## src/rtl/cic_decimator.sv

```systemverilog
// Cascaded integrator-comb decimator with runtime-selectable ratio (1..R_MAX).
// Integrators run at the input rate; decimated tokens ripple through a registered comb chain.
module cic_decimator #(
  parameter int IN_WIDTH   = 12,
  parameter int STAGES     = 3,
  parameter int R_MAX      = 8,
  parameter int DIFF_DELAY = 1,
  parameter int OUT_WIDTH  = 21
) (
  input  logic                        clk,
  input  logic                        rst,
  input  logic signed [IN_WIDTH-1:0]  x,
  input  logic                        x_valid,
  input  logic [$clog2(R_MAX):0]      rate,
  output logic signed [OUT_WIDTH-1:0] y,
  output logic                        y_valid
);

  localparam int W  = IN_WIDTH + STAGES * $clog2(R_MAX * DIFF_DELAY);
  localparam int CW = $clog2(R_MAX);
  localparam int RW = CW + 1;

  logic signed [W-1:0] integ      [STAGES];
  logic signed [W-1:0] comb       [STAGES];
  logic signed [W-1:0] dly        [STAGES][DIFF_DELAY];
  logic signed [W-1:0] stage_in   [STAGES];
  logic [STAGES-1:0]   comb_v;
  logic [STAGES-1:0]   stage_in_v;
  logic signed [W-1:0] cap;
  logic                cap_v;
  logic                close;
  logic                close_d;
  logic [CW-1:0]       cnt;
  logic [RW-1:0]       r_eff;
  logic [RW-1:0]       r_cur;
  logic [RW-1:0]       rate_clamped;
  logic                loaded;

  always_comb begin
    if (rate <= RW'(1))
      rate_clamped = RW'(1);
    else if (rate > RW'(R_MAX))
      rate_clamped = RW'(R_MAX);
    else
      rate_clamped = rate;
  end

  // Until the first edge after reset release the live (clamped) rate is the ratio.
  assign r_cur = loaded ? r_eff : rate_clamped;
  assign close = x_valid && (RW'(cnt) == r_cur - RW'(1));

  always_ff @(posedge clk or posedge rst) begin
    if (rst) begin
      cnt    <= '0;
      r_eff  <= RW'(1);
      loaded <= 1'b0;
    end else begin
      if (!loaded) begin
        loaded <= 1'b1;
        r_eff  <= rate_clamped;
      end
      if (x_valid) begin
        if (close) begin
          cnt   <= '0;
          r_eff <= rate_clamped;
        end else begin
          cnt <= cnt + CW'(1);
        end
      end
    end
  end

  always_ff @(posedge clk or posedge rst) begin
    if (rst) begin
      for (int unsigned k = 0; k < STAGES; k++) integ[k] <= '0;
    end else if (x_valid) begin
      integ[0] <= integ[0] + W'(x);
      for (int unsigned k = 1; k < STAGES; k++) integ[k] <= integ[k] + integ[k-1];
    end
  end

  always_comb begin
    stage_in[0]   = cap;
    stage_in_v[0] = cap_v;
    for (int unsigned k = 1; k < STAGES; k++) begin
      stage_in[k]   = comb[k-1];
      stage_in_v[k] = comb_v[k-1];
    end
  end

  // Capture happens the edge after frame close so the last integrator holds the closing sample's update.
  always_ff @(posedge clk or posedge rst) begin
    if (rst) begin
      close_d <= 1'b0;
      cap_v   <= 1'b0;
      cap     <= '0;
      comb_v  <= '0;
      y_valid <= 1'b0;
      y       <= '0;
      for (int unsigned k = 0; k < STAGES; k++) begin
        comb[k] <= '0;
        for (int unsigned j = 0; j < DIFF_DELAY; j++) dly[k][j] <= '0;
      end
    end else begin
      close_d <= close;
      cap_v   <= close_d;
      if (close_d) cap <= integ[STAGES-1];
      comb_v  <= stage_in_v;
      for (int unsigned k = 0; k < STAGES; k++) begin
        if (stage_in_v[k]) begin
          comb[k]   <= stage_in[k] - dly[k][DIFF_DELAY-1];
          dly[k][0] <= stage_in[k];
          for (int unsigned j = 1; j < DIFF_DELAY; j++) dly[k][j] <= dly[k][j-1];
        end
      end
      y_valid <= comb_v[STAGES-1];
      if (comb_v[STAGES-1]) y <= comb[STAGES-1][W-1 -: OUT_WIDTH];
    end
  end

endmodule

```

## config.mk

```make
export PLATFORM = sky130hd
export DESIGN_NAME = cic_decimator
export DESIGN_NICKNAME = d
export VERILOG_FILES = /design/src/rtl/cic_decimator.sv
export SDC_FILE = /design/constraint.sdc
export NUM_CORES = 1
export LEC_CHECK = 0
export ABC_AREA = 1
export BUFFER_PORTS_ARGS = -buffer_cell sky130_fd_sc_hd__buf_2
export CELL_PAD_IN_SITES_DETAIL_PLACEMENT = 2
export CELL_PAD_IN_SITES_GLOBAL_PLACEMENT = 2
export CORE_AREA = 2 2 164 286
export CTS_CLUSTER_SIZE = 40
export DETAILED_ROUTE_END_ITERATION = 12
export DIE_AREA = 0 0 166 288
export PLACE_DENSITY = 0.78
export SETUP_SLACK_MARGIN = 0.1
export SYNTH_ARGS = -nofsm -noshare
export SYNTH_HDL_FRONTEND = slang
export SYNTH_SLANG_ARGS = --single-unit
```

## constraint.sdc

```tcl
create_clock -name clk -period 12 [get_ports clk]
set_input_delay 2.4 -clock clk [delete_from_list [all_inputs] [get_ports clk]]
set_output_delay 2.4 -clock clk [all_outputs]
set_load 0.005 [all_outputs]
```

* Word-level counts from Yosys, hierarchy flattened
Cells that the tools add are included.
** Operators by class
- $lt $le $gt $ge :: 2
- Muxes and demuxes :: 6
- Reductions and logical operators :: 1
- Add/subtract/negate cells :: 8
- Equal/unequal tests :: 1
** Operator list (number)
- $sub 21x21->21 :: 3
- $add 21x21->21 :: 2
- $add 21x12->21 :: 1
- $mux 4 :: 5
- $eq 3x4->1 :: 1
- $gt 4x4->1 const B :: 1
- $le 4x1->1 const B :: 1
- $sub 4x1->4 const B :: 1
- $add 3x1->3 const B :: 1
- $mux 3 :: 1
- $logic_and 1x1->1 :: 1
** Word-level totals
- Bits of input ports :: 19
- Output and inout port bits :: 22
- Logic and storage cells :: 36
- Bits in registers :: 245

* Longest topological paths before layout
Gate-level depths: netlist (run 1).
- Depth after elaboration :: 9
- Gate-level depth with buffers :: 13
- Depth with buffers taken out :: 13

* Least setup slack after synthesis (run 1)
Ideal clock, no wire load.
- Kind :: in2reg
- Start point :: input port x[0]
- End point :: register integ[58] in the netlist's numbering
- Cell stages on the path :: 13
- Path buffers :: 0
- Arrival time :: 3.701 ns
- Setup slack :: 8.181 ns
- Library setup time :: 0.117 ns
- Cells stage by stage :: ha_1 > inv_1 > fa_1 > inv_1 > nand3_1 > nand3_1 > nand3_1 > nand3_1 > nand2_1 > nand2_1 > nand2_1 > nand3_1 > nand2_1
** On the way
- Longest elaborated chain between the ends :: 1
** Ends and longest elaborated chain
- from (decl) :: RTL line 12 : input logic signed [IN_WIDTH-1:0] x,
- $add 21x12->21 :: RTL line 77 : integ[0] <= integ[0] + W'(x);
- to (decl) :: RTL line 23 : logic signed [W-1:0] integ [STAGES];
Every way passes these cells.
A chain may end at the register's enable or synchronous reset.

* Worst setup path in the final report (run 1)
Ends and elaborated chain as after synthesis.

==> results.py, run 1 <==
metrics = {
    "final_layout": {
        "diodes": 0,
        "nets": 2497,
        "drive_above_1_share": 0.0658,
        "synthToLayoutAreaGrowth_pct": 10.4,
    },
    "detailed_routing": {
        "drtIter0Drc": 481,
        "avgViaCountPerCell": 5.40,
        "vias": 15900,
        "avgRoutedWirePerCell_um": 20.0,
        "wl_um": 59200,
        "drcViolationCount": 0,
        "drtAntennaViolNets": 0,
        "first_pass_iters": 4,
    },
    "yosys": {
        "synthesis.instances": 2325,
        "ys_ff_latch": 245,
        "ys_async_sr_fraction": 1.00,
        "avgSynthCellArea_um2": 7.13,
        "yosysMostFrequentCell": "nand2_1",
        "yosys_most_used_dff": "dfrtp_1",
        "yosysWarningCount": 0,
        "synth_area_um2": 16600,
        "synth_commonest_cells": "nand2_1, inv_1, dfrtp_1",
        "synth_area_leader_cell": "dfrtp_1",
        "synth_edf_count": 0,
        "ys_top_cells_by_area": "dfrtp_1, nand2_1, ha_1",
        "synth_top_cell_area_share": 0.368,
        "ys_seq_area_frac": 0.370,
        "ys_types": 32,
        "synth_nets": 2471,
    },
    "cts": {
        "cts.sinks": 245,
        "clk_latency_ns": 0.57,
        "cts_buffers": 26,
        "cts_tree": "yes",
        "path_clk_slew_ns": 0.06,
        "post_cts_buffers": 0,
        "cts.htree.levels": 1,
        "root_buffer": "clkbuf_16",
        "clockBufferDepth": 3,
        "ctsHoldBuffers": 0,
        "cts_resized": 0,
    },
    "worst_setup_path": {
        "r2r_cells": 13,
        "setup.worst_path.end_class": "flop",
        "arrival_ns": 4.47,
        "cp-start-kind": "primary input",
        "path_class": "in -> reg",
        "cp.required_ns": 12.45,
        "r2r_start": "comb[42]$_DFFE_PP0P_",
        "crit_fanout": 5,
        "r2r_end": "comb[37]$_DFFE_PP0P_",
        "r2r_setup_slack_ns": 9.19,
    },
    "sta": {
        "fin_skew_ns": 0.0191,
        "slew_headroom": 0.295,
        "hold_violations": 0,
        "post-route-period-util": 0.335,
        "fmax_ghz": 0.249,
        "worstMarginPinSlew_ns": 1.06,
        "setup-violations-final": 0,
        "period_minus_slack_ns": 4.02,
        "fin_setup_tns_ns": 0,
        "slew_violations": 0,
        "rsz0062_at_grt": "false",
    },
    "die": {
        "die_x_um": 166,
        "dieArea_um2": 47800,
        "io_pins": 41,
        "start_util": 0.363,
        "core-area_um2": 45700,
        "fp.dieH_um": 288,
        "row_count": 104,
    },
    "min_path": {
        "hold_path_end": "comb[15]$_DFFE_PP0P_",
        "hold_start": "comb[15]$_DFFE_PP0P_",
        "min_path_cells": 2,
        "hold_path.class": "reg -> reg",
    },
    "grt": {
        "grt.overflow.total": 0,
        "grt_pass1_wl_um": 96000,
        "grt_max_degree": 165,
        "antenna_found_initial": 0,
        "grt_pass1_vias": 18300,
        "grt_usage": 0.251,
    },
    "run_status": {
        "status": "complete, no violations",
    },
    "placement": {
        "dpl.hpwl_um": 47300,
        "gp_congestion": 0.880,
        "io_buffers": 40,
    },
    "job": {
        "drv_cap": 0,
    },
}
layer usage:
layer | track usage | routed length (um)
met1 | 0.225 | 19700
met2 | 0.535 | 34800
met3 | 0.0168 | 872
met4 | 0.143 | 3860
met5 | 0 | 0
area by class of cell:
class / instances / area, um2
Fill cell: 5500 / 27400
Multi-Input combinational cell: 1737 / 9150
Sequential cell: 245 / 6130
Inverter: 295 / 1110
Clock buffer: 35 / 766
Tap cell: 583 / 729
Timing Repair Buffer: 46 / 258
Clock inverter: 13 / 151
cell families (layout without fill, tap and decap cells):
family	after synthesis	count (layout)	share of synthesized area
other	1	1	0.000226
DFF	245	245	0.370
adders and majority gates	127	127	0.0986
xor gates and xnor gates	34	34	0.0180
and+or+nand+nor	1197	1197	0.301
buffers and inverters	343	389	0.0785
muxes	39	39	0.0265
AOI/OAI and AO/OA	339	339	0.108
state kept, by name (all words and copies together), names as in the netlist:
name and count:
cap 21, cap_v 1, close_d 1, cnt 3, comb 63, comb_v 3
dly 63, integ 63, loaded 1, r_eff 4, y 21, y_valid 1
cells in the final DEF (no fill, tap or decap), drive strengths merged:
cell type	synthesis	final
fa	6	6
nand2	742	742
dfrtp	244	244
a31oi	19	19
ha	121	121
xor2	19	19
a21oi	127	127
bufinv	0	3
nor3	15	15
nand3	170	170
inv	295	296
nand3b	21	21
xnor2	15	15
and2	3	3
o21bai	13	13
clkbuf	36	35
o21ai	174	174
clkinv	0	9
mux2	39	39
dfstp	1	1
buf	12	46
nand4	49	49
nor2	178	178
or2	19	19
a21o	3	3
a22o	3	3
conb	1	1
per-stage QoR:
step                      instance area [um2]  cells  utilization  hold WS (ns)  worst slack, ns
after CTS                               18300   2954        0.401         0.492             7.97
final                                   18300   2954        0.401         0.484             7.98
after global routing                    18300   2954        0.401         0.503             7.83
after floorplan                         16600   2325            -         0.352             2.87
after global placement                  17400   2906        0.381         0.461             7.45
after detailed placement                17400   2906        0.381         0.472             7.37
critical path: stages:
cell and delay, ns:
buf_2 0.08, ha_1 0.24, inv_1 0.08, fa_1 0.35, inv_1 0.21, nand3_1 0.13, nand3_1 0.24, nand3_1 0.15
nand3_1 0.20, nand2_1 0.10, nand2_1 0.08, nand2_1 0.06, nand3_1 0.07, nand2_1 0.06
worst max-delay path by stage:
stage / start / end / slack [ns] / depth (start not counted)
after floorplan: rst / cap[0]$_DFFE_PP0P_ / 2.87 / 1
after global placement: x[0] / integ[58]$_DFFE_PP0P_ / 7.45 / 14
after detailed placement: x[0] / integ[58]$_DFFE_PP0P_ / 7.37 / 14
after CTS: x[0] / integ[58]$_DFFE_PP0P_ / 7.97 / 14
after global routing: x[0] / integ[58]$_DFFE_PP0P_ / 7.83 / 14
final: x[0] / integ[58]$_DFFE_PP0P_ / 7.98 / 14
Power of run 1 is not shown: default switching activity piles up to over one toggle a cycle in this logic, so the estimate is an artifact.
==> run 2: changes to the inputs <==
Clock period 12 ns to 3.9 ns, I/O delays scaled along.
==> run 2 against run 1 <==
Effect of this change:
- die area stayed put
- count of clock-buffer cells in the layout stayed put
- utilization is 0.22 points higher
- routed wire length is 1.3% higher
- hold slack worse by 0.23 ns
- global-route usage is 0.56 points higher
==> results.py, run 2 (synthesized netlist as in run 1, its figures left out) <==
metrics = {
    "run_status": {
        "status": "complete, no violations",
    },
    "worst_setup_path": {
        "cp.required_ns": 4.35,
        "cp_top_family": "simple AND/OR/NAND/NOR gates",
        "cpMaxStageDelayCell": "o21ai_0",
        "worst-path-buf-inv": 2,
        "setup.worst_path.end_class": "flop",
        "critPathMostFrequentCell": "nand2_1",
        "crit_fanout": 3,
        "crit_chain": "inv_1 > ha_1 > fa_1 > inv_1 > nand2_1 > nor2_1 > nor2_1 > o21ai_0 > nand2_1 > nand2_1 > nand2_1 > nand3_1 > nand2_1",
        "cp-start-kind": "flop",
        "path_class": "reg -> reg",
        "arrival_ns": 3.13,
        "max_stage_delay_ns": 0.52,
    },
    "die": {
        "core-area_um2": 45700,
        "io_pins": 41,
        "die_x_um": 166,
        "fp.dieH_um": 288,
        "dieArea_um2": 47800,
        "start_util": 0.363,
        "row_count": 104,
    },
    "final_layout": {
        "drive_above_1_share": 0.0657,
        "fin_util": 0.403,
        "fin_area_um2": 18400,
        "fillers": 5431,
        "synthToLayoutAreaGrowth_pct": 11.0,
        "layout_common_cells": "nand2_1, inv_1, dfrtp_1, nor2_1, o21ai_0",
        "final_common_cell": "nand2_1",
        "diodes": 0,
        "top_regs": "comb (63), dly (63), integ (63)",
        "nets": 2501,
    },
    "min_path": {
        "hold_path.class": "in -> async",
    },
    "sta": {
        "worstMarginPinSlew_ns": 1.09,
        "fmax_ghz": 0.373,
        "slew_headroom": 0.271,
        "rsz0062_at_grt": "false",
        "period_minus_slack_ns": 2.68,
        "post-route-period-util": 0.687,
        "slew_violations": 0,
        "setup-violations-final": 0,
        "fin_skew_ns": 0.0116,
        "hold_violations": 0,
    },
    "cts": {
        "root_buffer": "clkbuf_16",
        "cts_resized": 0,
        "cts_tree": "yes",
        "cts_buffers": 26,
        "path_clk_slew_ns": 0.06,
        "clk_latency_ns": 0.57,
        "clockBufferDepth": 3,
        "cts.sinks": 245,
        "post_cts_buffers": 0,
        "ctsHoldBuffers": 0,
        "cts.htree.levels": 1,
    },
    "placement": {
        "dpl.hpwl_um": 48600,
        "placed_area_um2": 17400,
        "gp_congestion": 0.856,
        "io_buffers": 40,
    },
    "detailed_routing": {
        "wl_um": 60000,
        "drtAntennaViolNets": 0,
        "vias": 15800,
        "first_pass_iters": 4,
        "avgViaCountPerCell": 5.35,
        "avgRoutedWirePerCell_um": 20.3,
        "drtIter0Drc": 515,
        "drcViolationCount": 0,
    },
    "job": {
        "drv_cap": 0,
    },
    "grt": {
        "grt_pass1_vias": 18400,
        "grt_usage": 0.256,
        "antenna_found_initial": 0,
        "grt_pass1_wl_um": 97400,
        "grt_max_degree": 80,
        "grt.overflow.total": 0,
    },
}
run 2: changes by cell type in the layout (fill, tap and decap cells not counted), sizes merged:
cell      change
buf           +4
clkinv        -4
bufinv        +3
inv           -2
clkinvlp      +1
run 2: stage by stage:
stage | hold slack, ns | instances | setup TNS [ns] | worst slack (ns)
floorplan | 0.352 | 2325 | -23.66 | -0.0969
global placement | 0.458 | 2910 | 0 | 0.909
detailed placement | 0.464 | 2910 | 0 | 0.834
CTS | 0.254 | 2956 | 0 | 1.22
global route | 0.276 | 2956 | 0 | 1.03
finish | 0.253 | 2956 | 0 | 1.22
run 2: worst paths after layout:
| kind | cells past startpoint | slack [ns] | start | end |
|---|---|---|---|---|
| min reg2reg | 2 | 0.48 | comb[9]$_DFFE_PP0P_ | comb[9]$_DFFE_PP0P_ |
| min in group clk | 2 | 0.48 | comb[9]$_DFFE_PP0P_ | comb[9]$_DFFE_PP0P_ |
| max | 13 | 1.22 | comb[42]$_DFFE_PP0P_ | comb[37]$_DFFE_PP0P_ |
| max reg2reg | 13 | 1.22 | comb[42]$_DFFE_PP0P_ | comb[37]$_DFFE_PP0P_ |
| min | 2 | 0.25 | rst | integ[22]$_DFFE_PP0P_ |
| max in group asynchronous | 3 | 2.82 | rst | comb[58]$_DFFE_PP0P_ |
run 2: area by class of cell:
type                       count  area, um2  area share
multi-input combinational   1737       9150       0.497
clock buffer                  35        746      0.0405
tap                          583        729      0.0396
clock inverter                11        209      0.0114
timing repair buffer          50        325      0.0177
sequential                   245       6130       0.333
inverter                     295       1110      0.0604
run 2: per-layer routing:
| layer | vias up | GRT usage | part of all wire |
|---|---|---|---|
| li1 | 7590 | - | - |
| met1 | 7897 | 0.230 | 0.33 |
| met2 | 184 | 0.542 | 0.58 |
| met3 | 148 | 0.0191 | 0.015 |
| met4 | 0 | 0.154 | 0.069 |
| met5 | - | 0 | 0 |
Power of run 2 is left out for the same reason.
==> run 3: changes to the inputs <==
Settings changed: CORE_AREA 2 2 164 286 to 2 2 170 298, DIE_AREA 0 0 166 288 to 0 0 172 300, PLACE_DENSITY 0.78 to 0.75.
Clock period 3.9 ns to 2.3 ns, I/O delays scaled along.
==> run 3 against run 2 <==
Effect of this change:
- clock skew rose by 0.019 ns
- cell area rose by 9.1%
- final cell count rose by 6.6%
- die area rose by 7.9%
- critical path type unchanged
- global-route usage rose by 0.28 points
- worst setup slack got worse by 1.1 ns
- utilization rose by 0.53 points
- count of clock-buffer cells in the layout fell by 5
- via count rose by 4.7%
==> results.py, run 3 (synthesized netlist as in run 1, its figures left out) <==
metrics = {
    "run_status": {
        "status": "complete, no violations",
    },
    "worst_setup_path": {
        "r2r_end": "comb[58]$_DFFE_PP0P_",
        "r2r_cells": 13,
        "crit_fanout": 3,
        "r2r_setup_slack_ns": 0.15,
        "critPathMostFrequentCell": "nand2_1",
        "max_stage_delay_ns": 0.44,
        "arrival_ns": 2.60,
        "crit_chain": "ha_4 > fa_2 > inv_2 > nand2_2 > nor2_2 > nor2_2 > o21ai_1 > buf_4 > nand2_2 > nand2_1 > nand2_1 > nand3_1 > nand2_1",
        "cpMaxStageDelayCell": "dfrtp_1",
        "cp.required_ns": 2.75,
        "cp-start-kind": "flop",
        "path_class": "reg -> reg",
        "setup.worst_path.end_class": "flop",
        "r2r_start": "dly[42]$_DFFE_PP0P_",
    },
    "job": {
        "drv_cap": 0,
    },
    "min_path": {
        "hold_start": "rate[2]",
        "hold_path.class": "in -> reg",
        "min_path_cells": 3,
        "hold_path_end": "r_eff[2]$_DFF_PP0_",
    },
    "placement": {
        "gp_congestion": 0.894,
        "placed_area_um2": 18400,
        "io_buffers": 40,
        "place_inst": 3091,
        "dpl.hpwl_um": 52800,
    },
    "cts": {
        "cts.htree.levels": 1,
        "cts_buffers": 27,
        "root_buffer": "clkbuf_16",
        "clk_latency_ns": 0.59,
        "cts.sinks": 245,
        "path_clk_slew_ns": 0.06,
        "cts_tree": "yes",
        "clockBufferDepth": 3,
    },
    "die": {
        "fp.dieH_um": 300,
        "die_x_um": 172,
        "io_pins": 41,
        "row_count": 108,
        "start_util": 0.337,
        "core-area_um2": 49200,
        "dieArea_um2": 51600,
    },
    "sta": {
        "fmax_ghz": 0.465,
        "rsz0062_at_grt": "true",
        "period_minus_slack_ns": 2.15,
        "worstMarginPinSlew_ns": 0.763,
        "fin_skew_ns": 0.0309,
        "hold_ws_ns": 0.196,
        "hold_violations": 0,
        "slew_violations": 0,
        "post-route-period-util": 0.934,
        "setup-violations-final": 0,
        "slew_headroom": 0.491,
    },
    "grt": {
        "antenna_found_initial": 0,
        "grt_pass1_vias": 19400,
        "grt_max_degree": 74,
        "grt_pass1_wl_um": 103000,
        "grt_usage": 0.259,
        "grt.overflow.total": 0,
    },
    "final_layout": {
        "synthToLayoutAreaGrowth_pct": 21.1,
        "layout_common_cells": "nand2_1, inv_1, dfrtp_1, o21ai_0, nor2_1",
        "fin_cells": 3150,
        "top_regs": "comb (63), dly (63), integ (63)",
        "drive_above_1_share": 0.166,
        "final_common_cell": "nand2_1",
        "diodes": 0,
        "fin_util": 0.408,
        "nets": 2619,
        "fillers": 5882,
        "fin_area_um2": 20100,
    },
    "detailed_routing": {
        "drtIter0Drc": 485,
        "wl_um": 65800,
        "drtAntennaViolNets": 0,
        "vias": 16600,
        "drcViolationCount": 0,
        "avgRoutedWirePerCell_um": 20.9,
        "avgViaCountPerCell": 5.26,
        "first_pass_iters": 4,
    },
}
==> run 3: cell count changes in the layout (fill, tap and decap cells not counted), sizes merged <==
cell / before / now
buf: 50 / 166
clkbuf: 35 / 30
clkinvlp: 1 / 3
dlygate4sd3: 0 / 1
inv: 294 / 297
==> run 3: critical path, delay by kind of cell, from the launching register on <==
family,cells,cell delay [ns]
compound gates,1,0.15
fa+ha+maj,2,0.58
buf+inv,2,0.25
flops,1,0.44
simple gates,8,0.61
==> run 3: worst max-delay path by stage <==
stage                               start               endpoint  slack [ns]  cells past startpoint
finish                dly[42]$_DFFE_PP0P_   comb[58]$_DFFE_PP0P_        0.15                     13
floorplan                             rst     cap[0]$_DFFE_PP0P_       -1.38                      1
CTS                  integ[0]$_DFFE_PP0P_  integ[16]$_DFFE_PP0P_        0.04                     13
global placement     integ[0]$_DFFE_PP0P_  integ[16]$_DFFE_PP0P_       -0.16                     13
global route        integ[36]$_DFFE_PP0P_  integ[18]$_DFFE_PP0P_        0.03                     11
detailed placement   integ[0]$_DFFE_PP0P_  integ[16]$_DFFE_PP0P_       -0.29                     13
==> run 3: timing repair <==
action | CTS | global route
setup endpoints to repair | 36 | 53
endpoints found under the hold margin | 6 | 0
resized for setup | 41 | 124
setup buffers | 1 | 11
hold buffers | 1 | 0
pin swaps | 4 | 17
==> run 3: cell type report <==
class	count	area (um2)	share of cell area
Clock buffer	30	707	0.0352
Inverter	295	1110	0.0553
Multi-Input combinational cell	1737	9790	0.488
Timing Repair Buffer	167	1240	0.0620
Tap cell	660	826	0.0411
Clock inverter	16	246	0.0123
Sequential cell	245	6150	0.306
==> run 3: through the flow <==
| step | setup WS, ns | setup TNS (ns) |
|---|---|---|
| finish | 0.151 | 0 |
| global route | 0.0325 | 0 |
| CTS | 0.0410 | 0 |
| detailed placement | -0.292 | -1.56 |
| global placement | -0.161 | -0.760 |
| floorplan | -1.38 | -336.51 |
==> run 3: layer usage <==
layer	up-vias	GRT usage	routed length, um
met2	257	0.550	39400
met3	210	0.0197	1160
met1	8259	0.213	19800
met4	0	0.179	5370
li1	7840	-	-
met5	-	0	0
Power of run 3 is left out for the same reason.
